**src/rtl/branch_resolve_unit_if.sv**
```systemverilog
// Redirect channel from the branch resolve unit to fetch.
// Handshake: valid/ready. Once redir_valid_o rises, redir_valid_o and redir_pc_o
// hold steady until a cycle where redir_ready_i is also high; the transfer
// completes on that cycle's rising edge.
interface branch_resolve_unit_if #(
  parameter int DATA_WIDTH = 32
);
  logic                  redir_valid_o;
  logic [DATA_WIDTH-1:0] redir_pc_o;
  logic                  redir_ready_i;

  modport master (
    output redir_valid_o,
    output redir_pc_o,
    input  redir_ready_i
  );

  modport slave (
    input  redir_valid_o,
    input  redir_pc_o,
    output redir_ready_i
  );
endinterface

```
**src/rtl/branch_resolve_unit.sv**
```systemverilog
// Execute-stage branch resolver: pairs branch metadata with the registered ALU result,
// resolves taken/mispredict, and redirects fetch. Optional perf counters: BRU_PERF_CNT_EN.
module branch_resolve_unit #(
  parameter int DATA_WIDTH   = 32,
  parameter int FLUSH_CYCLES = 2
) (
  input  logic                  clk,
  input  logic                  rst,
  input  logic                  issue_valid_i,
  input  logic                  issue_is_branch_i,
  input  logic [3:0]            issue_op_i,
  input  logic [DATA_WIDTH-1:0] issue_pc_i,
  input  logic [DATA_WIDTH-1:0] issue_imm_i,
  input  logic                  issue_pred_taken_i,
  input  logic [DATA_WIDTH-1:0] alu_res_i,
  input  logic                  alu_zero_i,
  output logic                  stall_o,
  output logic                  flush_o,
  branch_resolve_unit_if.master redir,
  output logic                  resolve_valid_o,
  output logic                  resolve_taken_o,
  output logic                  resolve_mispred_o,
  output logic [DATA_WIDTH-1:0] resolve_pc_o,
  output logic [31:0]           perf_branches_o,
  output logic [31:0]           perf_mispred_o,
  output logic [1:0]            dbg_state_o
);

  localparam logic [3:0] OP_BEQ  = 4'b1010;
  localparam logic [3:0] OP_BNE  = 4'b1011;
  localparam logic [3:0] OP_BLT  = 4'b1100;
  localparam logic [3:0] OP_BGE  = 4'b1101;
  localparam logic [3:0] OP_BLTU = 4'b1110;
  localparam logic [3:0] OP_BGEU = 4'b1111;

  typedef enum logic [1:0] {
    ST_IDLE     = 2'd0,
    ST_REDIRECT = 2'd1,
    ST_FLUSH    = 2'd2
  } state_e;

  state_e                state_q, state_d;
  logic [3:0]            cnt_q, cnt_d;
  logic                  s0_valid_q, s0_valid_d;
  logic [3:0]            s0_op_q, s0_op_d;
  logic [DATA_WIDTH-1:0] s0_pc_q, s0_pc_d;
  logic [DATA_WIDTH-1:0] s0_imm_q, s0_imm_d;
  logic                  s0_pred_q, s0_pred_d;
  logic                  s1_valid_q, s1_valid_d;
  logic                  s1_taken_q, s1_taken_d;
  logic                  s1_mispred_q, s1_mispred_d;
  logic [DATA_WIDTH-1:0] s1_pc_q, s1_pc_d;
  logic [DATA_WIDTH-1:0] s1_redir_pc_q, s1_redir_pc_d;

  logic                  accept;
  logic                  resolve_now;
  logic                  is_branch_op;
  logic                  taken;
  logic                  mispred;
  logic [DATA_WIDTH-1:0] target_pc;
  logic [DATA_WIDTH-1:0] fall_pc;
  logic                  unused_alu_bits;

  assign unused_alu_bits = ^alu_res_i[DATA_WIDTH-1:1];

  // Outcome of the branch sitting in S0, using this cycle's ALU outputs.
  always_comb begin
    taken = 1'b0;
    case (s0_op_q)
      OP_BEQ:           taken = alu_zero_i;
      OP_BNE:           taken = !alu_zero_i;
      OP_BLT, OP_BLTU:  taken = alu_res_i[0];
      OP_BGE, OP_BGEU:  taken = !alu_res_i[0];
      default:          taken = 1'b0;
    endcase
    is_branch_op = s0_op_q inside {OP_BEQ, OP_BNE, OP_BLT, OP_BGE, OP_BLTU, OP_BGEU};
    mispred      = is_branch_op && (taken != s0_pred_q);
    target_pc    = s0_pc_q + s0_imm_q;
    fall_pc      = s0_pc_q + DATA_WIDTH'(4);
  end

  always_comb begin
    accept      = issue_valid_i && issue_is_branch_i && (state_q == ST_IDLE);
    // S0 entries arriving while a redirect/flush is in progress are wrong-path.
    resolve_now = s0_valid_q && (state_q == ST_IDLE);

    s0_valid_d    = accept;
    s0_op_d       = s0_op_q;
    s0_pc_d       = s0_pc_q;
    s0_imm_d      = s0_imm_q;
    s0_pred_d     = s0_pred_q;
    s1_valid_d    = resolve_now;
    s1_taken_d    = s1_taken_q;
    s1_mispred_d  = s1_mispred_q;
    s1_pc_d       = s1_pc_q;
    s1_redir_pc_d = s1_redir_pc_q;
    state_d       = state_q;
    cnt_d         = cnt_q;

    if (accept) begin
      s0_op_d   = issue_op_i;
      s0_pc_d   = issue_pc_i;
      s0_imm_d  = issue_imm_i;
      s0_pred_d = issue_pred_taken_i;
    end

    if (resolve_now) begin
      s1_taken_d    = taken;
      s1_mispred_d  = mispred;
      s1_pc_d       = s0_pc_q;
      s1_redir_pc_d = taken ? target_pc : fall_pc;
    end

    // REDIRECT is entered together with the resolve pulse of the mispredicting branch.
    case (state_q)
      ST_IDLE: begin
        if (resolve_now && mispred) state_d = ST_REDIRECT;
      end
      ST_REDIRECT: begin
        if (redir.redir_ready_i) begin
          cnt_d   = 4'(FLUSH_CYCLES);
          state_d = ST_FLUSH;
        end
      end
      ST_FLUSH: begin
        if (cnt_q <= 4'd1) begin
          cnt_d   = 4'd0;
          state_d = ST_IDLE;
        end else begin
          cnt_d = cnt_q - 4'd1;
        end
      end
      default: state_d = ST_IDLE;
    endcase
  end

  always_ff @(posedge clk) begin
    if (rst) begin
      state_q       <= ST_IDLE;
      cnt_q         <= '0;
      s0_valid_q    <= 1'b0;
      s0_op_q       <= '0;
      s0_pc_q       <= '0;
      s0_imm_q      <= '0;
      s0_pred_q     <= 1'b0;
      s1_valid_q    <= 1'b0;
      s1_taken_q    <= 1'b0;
      s1_mispred_q  <= 1'b0;
      s1_pc_q       <= '0;
      s1_redir_pc_q <= '0;
    end else begin
      state_q       <= state_d;
      cnt_q         <= cnt_d;
      s0_valid_q    <= s0_valid_d;
      s0_op_q       <= s0_op_d;
      s0_pc_q       <= s0_pc_d;
      s0_imm_q      <= s0_imm_d;
      s0_pred_q     <= s0_pred_d;
      s1_valid_q    <= s1_valid_d;
      s1_taken_q    <= s1_taken_d;
      s1_mispred_q  <= s1_mispred_d;
      s1_pc_q       <= s1_pc_d;
      s1_redir_pc_q <= s1_redir_pc_d;
    end
  end

  assign stall_o             = (state_q != ST_IDLE);
  assign flush_o             = (state_q != ST_IDLE);
  assign redir.redir_valid_o = (state_q == ST_REDIRECT);
  assign redir.redir_pc_o    = s1_redir_pc_q;
  assign resolve_valid_o     = s1_valid_q;
  assign resolve_taken_o     = s1_taken_q;
  assign resolve_mispred_o   = s1_mispred_q;
  assign resolve_pc_o        = s1_pc_q;
  assign dbg_state_o         = state_q;

`ifdef BRU_PERF_CNT_EN
  logic [31:0] perf_br_q, perf_br_d;
  logic [31:0] perf_mp_q, perf_mp_d;

  // Saturating event counters driven by the resolve pulse.
  always_comb begin
    perf_br_d = perf_br_q;
    perf_mp_d = perf_mp_q;
    if (s1_valid_q && (perf_br_q != 32'hFFFF_FFFF)) perf_br_d = perf_br_q + 32'd1;
    if (s1_valid_q && s1_mispred_q && (perf_mp_q != 32'hFFFF_FFFF)) perf_mp_d = perf_mp_q + 32'd1;
  end

  always_ff @(posedge clk) begin
    if (rst) begin
      perf_br_q <= '0;
      perf_mp_q <= '0;
    end else begin
      perf_br_q <= perf_br_d;
      perf_mp_q <= perf_mp_d;
    end
  end

  assign perf_branches_o = perf_br_q;
  assign perf_mispred_o  = perf_mp_q;
`else
  assign perf_branches_o = 32'd0;
  assign perf_mispred_o  = 32'd0;
`endif

endmodule

```
**src/flat_wrapper.sv**
```systemverilog
// flat-port wrapper written by rule: the top's interface ports become plain ports
module branch_resolve_unit_flat 
#(
  parameter int DATA_WIDTH   = 32,
  parameter int FLUSH_CYCLES = 2
)
  (clk, rst, issue_valid_i, issue_is_branch_i, issue_op_i, issue_pc_i, issue_imm_i, issue_pred_taken_i, alu_res_i, alu_zero_i, stall_o, flush_o, resolve_valid_o, resolve_taken_o, resolve_mispred_o, resolve_pc_o, perf_branches_o, perf_mispred_o, dbg_state_o, redir_redir_valid_o, redir_redir_pc_o, redir_redir_ready_i);
  branch_resolve_unit_if #(.DATA_WIDTH(DATA_WIDTH)) redir_i ();
  input  logic clk;
  input  logic rst;
  input  logic issue_valid_i;
  input  logic issue_is_branch_i;
  input  logic [3:0] issue_op_i;
  input  logic [DATA_WIDTH-1:0] issue_pc_i;
  input  logic [DATA_WIDTH-1:0] issue_imm_i;
  input  logic issue_pred_taken_i;
  input  logic [DATA_WIDTH-1:0] alu_res_i;
  input  logic alu_zero_i;
  output logic stall_o;
  output logic flush_o;
  output logic resolve_valid_o;
  output logic resolve_taken_o;
  output logic resolve_mispred_o;
  output logic [DATA_WIDTH-1:0] resolve_pc_o;
  output logic [31:0] perf_branches_o;
  output logic [31:0] perf_mispred_o;
  output logic [1:0] dbg_state_o;
  output wire logic [$bits(redir_i.redir_valid_o)-1:0] redir_redir_valid_o;
  output wire logic [$bits(redir_i.redir_pc_o)-1:0] redir_redir_pc_o;
  input wire logic [$bits(redir_i.redir_ready_i)-1:0] redir_redir_ready_i;
  assign redir_redir_valid_o = redir_i.redir_valid_o;
  assign redir_redir_pc_o = redir_i.redir_pc_o;
  assign redir_i.redir_ready_i = redir_redir_ready_i;
  branch_resolve_unit #(.DATA_WIDTH(DATA_WIDTH), .FLUSH_CYCLES(FLUSH_CYCLES)) u_core (.clk(clk), .rst(rst), .issue_valid_i(issue_valid_i), .issue_is_branch_i(issue_is_branch_i), .issue_op_i(issue_op_i), .issue_pc_i(issue_pc_i), .issue_imm_i(issue_imm_i), .issue_pred_taken_i(issue_pred_taken_i), .alu_res_i(alu_res_i), .alu_zero_i(alu_zero_i), .stall_o(stall_o), .flush_o(flush_o), .redir(redir_i), .resolve_valid_o(resolve_valid_o), .resolve_taken_o(resolve_taken_o), .resolve_mispred_o(resolve_mispred_o), .resolve_pc_o(resolve_pc_o), .perf_branches_o(perf_branches_o), .perf_mispred_o(perf_mispred_o), .dbg_state_o(dbg_state_o));
endmodule
```
**config.mk**
```make
export PLATFORM = sky130hd
export DESIGN_NAME = branch_resolve_unit_flat
export DESIGN_NICKNAME = d
export VERILOG_FILES = /design/src/rtl/branch_resolve_unit_if.sv /design/src/rtl/branch_resolve_unit.sv /design/src/flat_wrapper.sv
export SDC_FILE = /design/constraint.sdc
export NUM_CORES = 1
export LEC_CHECK = 0
export CORE_UTILIZATION = 45
export CTS_CLUSTER_DIAMETER = 50
export DETAILED_ROUTE_END_ITERATION = 10
export PLACE_DENSITY = 0.8
export SLEW_MARGIN = 0
export SYNTH_ARGS = -nofsm -noshare
export SYNTH_HDL_FRONTEND = slang
export SYNTH_SLANG_ARGS = --single-unit
```
**constraint.sdc**
```tcl
create_clock -name clk -period 3.6 [get_ports clk]
set_input_delay 0.36 -clock clk [delete_from_list [all_inputs] [get_ports clk]]
set_output_delay 0.36 -clock clk [all_outputs]
set_load 0.1 [all_outputs]
```
==> summary.txt <==
Clocking
  – Clock transition at path regs: 0.06 ns
  – H-tree Lvls: 4
  – Post-CTS Hold Fix Bufs: 0
  – Clock root buffer: clkbuf_16
  – Post-CTS setup buffer count: 0
  – Post-CTS sizing: 0
  – TritonCTS clock tree: built
  – Clock Latency Late Sink: 0.43 ns
  – Clock Sinks: 143
  – CTS buffer count: 17
  – Clock buffer depth: 2

Drt
  – Drt total wl: 20.6 mm
  – Vias per inst: 5.23
  – Via count: 7317
  – First-pass detailed-route iteration total: 5
  – Routed WL per cell: 14.7 um
  – DRC: 0
  – Initial DRC count: 552
  – Routed Antenna Nets: 0

Yosys
  – Cell area after synthesis: 0.00792 mm^2
  – Post-synthesis register bit count: 143
  – Avg Inst Size Synth: 7.55 um^2
  – Ys flop type: dfxtp_1
  – Yosys top cell by area: dfxtp_1
  – Ys Warns: 0
  – Ys async rst share: 0
  – Synth unique cells: 63
  – Number of synthesized flops with an enable pin: 0
  – Synth area leaders: dfxtp_1 36%, nand2_1 13%, a21oi_1 10%, buf_4 6.4%, ha_1 5.4%
  – Post-Syn Instances: 1049
  – Post-synthesis sequential area ratio: 0.361
  – Area fraction of the dominant cell type after synthesis: 0.361

Worst setup path
  – Critical path depth: 11
  – Worst Path Arrival: 3.45 ns
  – Buf/Inv on CP: 0
  – Worst setup path category: flop to flop
  – Slowest CP cell: fa_1
  – CP Cell Sequence: ha_1 > fa_1 > a211oi_1 > nor2_1 > o311ai_1 > nand3b_1 > a21oi_2 > o31a_4 > o31ai_4 > xnor2_1 > a2111oi_1
  – Reg2Reg Setup Slack: 0.47 ns
  – CP Data Required Time: 3.92 ns
  – Crit. End Element: flop
  – Max incr delay on CP: 0.44 ns
  – CP endpoint: u_core.redir.redir_pc_o[24]
  – Worst-path maximum fanout: 4
  – Reg2reg end: u_core.redir.redir_pc_o[24]
  – Reg2Reg Depth: 11
  – Critical path startpoint category: flop
  – Crit path from: u_core.s0_pc_q[0]
  – Worst reg2reg startpoint: u_core.s0_pc_q[0]
  – Critical path's top delay family: compound AO/OA/AOI/OAI gates

GRT
  – Number of global-route vias before repair: 6621
  – Congestion Overflow GR: 0
  – Largest net degree at the start of global routing: 78
  – Total global-route track usage: 0.231
  – Antenna violations before repair: 0
  – Global-route wire length before repair: 33.3 mm

Floorplanning
  – Initial core utilization: 0.459
  – CORE AREA: 0.0172 mm^2
  – I/O pins: 243
  – Die area: 0.0181 mm^2
  – DIE HEIGHT: 135 um
  – Floorplan row count: 48
  – Chip width: 135 um

Job
  – Number of max-cap violations: 0

Placement
  – IO Port Bufs: 147
  – Gpl congestion: 0.876
  – Detail Placement HPWL: 14.3 mm

Pwr
  – P_leak: 3.89 nW
  – Peak VDD IR: 0.328 mV
  – Total Power: 4.44 mW
  – Pwr Density: 447 mW/mm^2

Timing
  – Final min period: 3.13 ns
  – Final setup skew: 0.00942 ns
  – Slew headroom: 0.303
  – RSZ-0062 raised after global routing: no
  – Tightest Pin Transition: 1.04 ns
  – Fmax: 320 MHz
  – Setup tns final: 0 ns
  – Slew Viols, Final: 0
  – Final Hold Fails: 0
  – Setup-failing EPs final: 0
  – Final worst-path cycle share: 0.869

Final layout
  – Layout cell share with drive strength beyond 1: 0.0485
  – N_diodes: 0
  – Final nets: 1304
  – Layout area overhead: 25.5%

Run status
  – Status: complete, no violations

Worst hold path
  – Worst Hold Class: flop to flop
## cell families after synthesis
logic type / share of synthesized area
simple gates: 0.215
xor+xnor: 0.0608
fa+ha+maj: 0.0562
buf+inv: 0.0987
other cells: 0.000473
mux: 0.00521
flops: 0.361
compound gates: 0.202
## worst min-delay path: cells and delay by family, from the launching register on
kind               cells  cell delay (ns)
and+or+nand+nor        1             0.05
AOI/OAI and AO/OA      1             0.05
DFF                    1             0.31
## layout by cell type, fill, tap and decap left out, types with 8 or more instances in the layout
cell,count
nand2_1,269
a21oi_1,166
clkdlybuf4s50_1,146
dfxtp_1,143
conb_1,64
nor2_1,48
ha_1,34
xnor2_1,28
o21ai_0,27
xor2_1,27
o211ai_1,19
nand3_1,18
clkbuf_16,17
inv_1,16
a211oi_1,10
nor2b_1,9
nand4_1,9
a21o_1,9
nor3_1,9
buf_4,8
## registers in the layout (all words and copies together) (netlist names)
register,flops
u_core.s0_pc_q,32
u_core.resolve_taken_o,1
u_core.cnt_q,4
u_core.resolve_valid_o,1
u_core.s0_imm_q,32
u_core.dbg_state_o,2
u_core.s0_op_q,4
u_core.redir.redir_pc_o,32
u_core.s0_valid_q,1
u_core.resolve_pc_o,32
u_core.resolve_mispred_o,1
u_core.s0_pred_q,1
## where the power goes
| part | switching [mW] | internal, mW |
|---|---|---|
| sequential | 0.0497 | 1.63 |
| clock | 0.689 | 1.28 |
| combinational | 0.598 | 0.195 |
## final cells by class
class | instances | area (um^2)
Multi-Input combinational cell | 828 | 4520
Clock buffer | 21 | 470
Clock inverter | 11 | 185
Fill cell | 1588 | 7290
Sequential cell | 143 | 2860
Tap cell | 225 | 282
Timing Repair Buffer | 156 | 1560
Inverter | 16 | 60.1
## cells in the mapped netlist (all sizes together) (2+ instances only)
master and count:
or3 5, buf 73, o21ai 29, a2111oi 4
a211oi 11, o31ai 6, nand2b 7, dfxtp 143
nand3b 2, nand3 20, a21o 9, o21bai 5
ha 34, a31oi 5, a222oi 2, nor2b 9
inv 16, nor2 48, and3 8, clkbuf 52
nand2 270, a21oi 167, xor2 27, and4 3
nor3 10, mux2i 3, nand4 9, o211ai 19
and2 4, xnor2 28
## layer usage
layer	GRT usage	up-vias	wire length, um
li1	-	3663	-
met1	0.308	3377	9470
met2	0.373	250	9540
met3	0.0424	27	1230
met4	0.0855	0	343
met5	0	-	0
## worst min path at each step
stage / from / cells past startpoint / endpoint
3_5_place_dp: u_core.redir.redir_pc_o[6] / 2 / u_core.redir.redir_pc_o[6]
4_1_cts: u_core.redir.redir_pc_o[6] / 2 / u_core.redir.redir_pc_o[6]
6_report: u_core.resolve_pc_o[28] / 2 / u_core.resolve_pc_o[28]
5_1_grt: issue_pc_i[12] / 3 / u_core.s0_pc_q[12]
2_1_floorplan: u_core.s0_imm_q[0] / 2 / u_core.s0_imm_q[0]
3_3_place_gp: u_core.redir.redir_pc_o[2] / 2 / u_core.redir.redir_pc_o[2]
## metrics by stage
stage                     utilization  std cells  hold slack [ns]  setup WS [ns]  cell area, um^2
after CTS                       0.577       1400            0.456          0.498             9940
after global placement          0.539       1368            0.442          0.577             9290
after global routing            0.577       1400            0.470          0.303             9940
final                           0.577       1400            0.452          0.470             9940
after detailed placement        0.539       1368            0.448          0.555             9290
after floorplan                     -       1112            0.440          0.109             8160
Power figures use the tool's default switching activity.
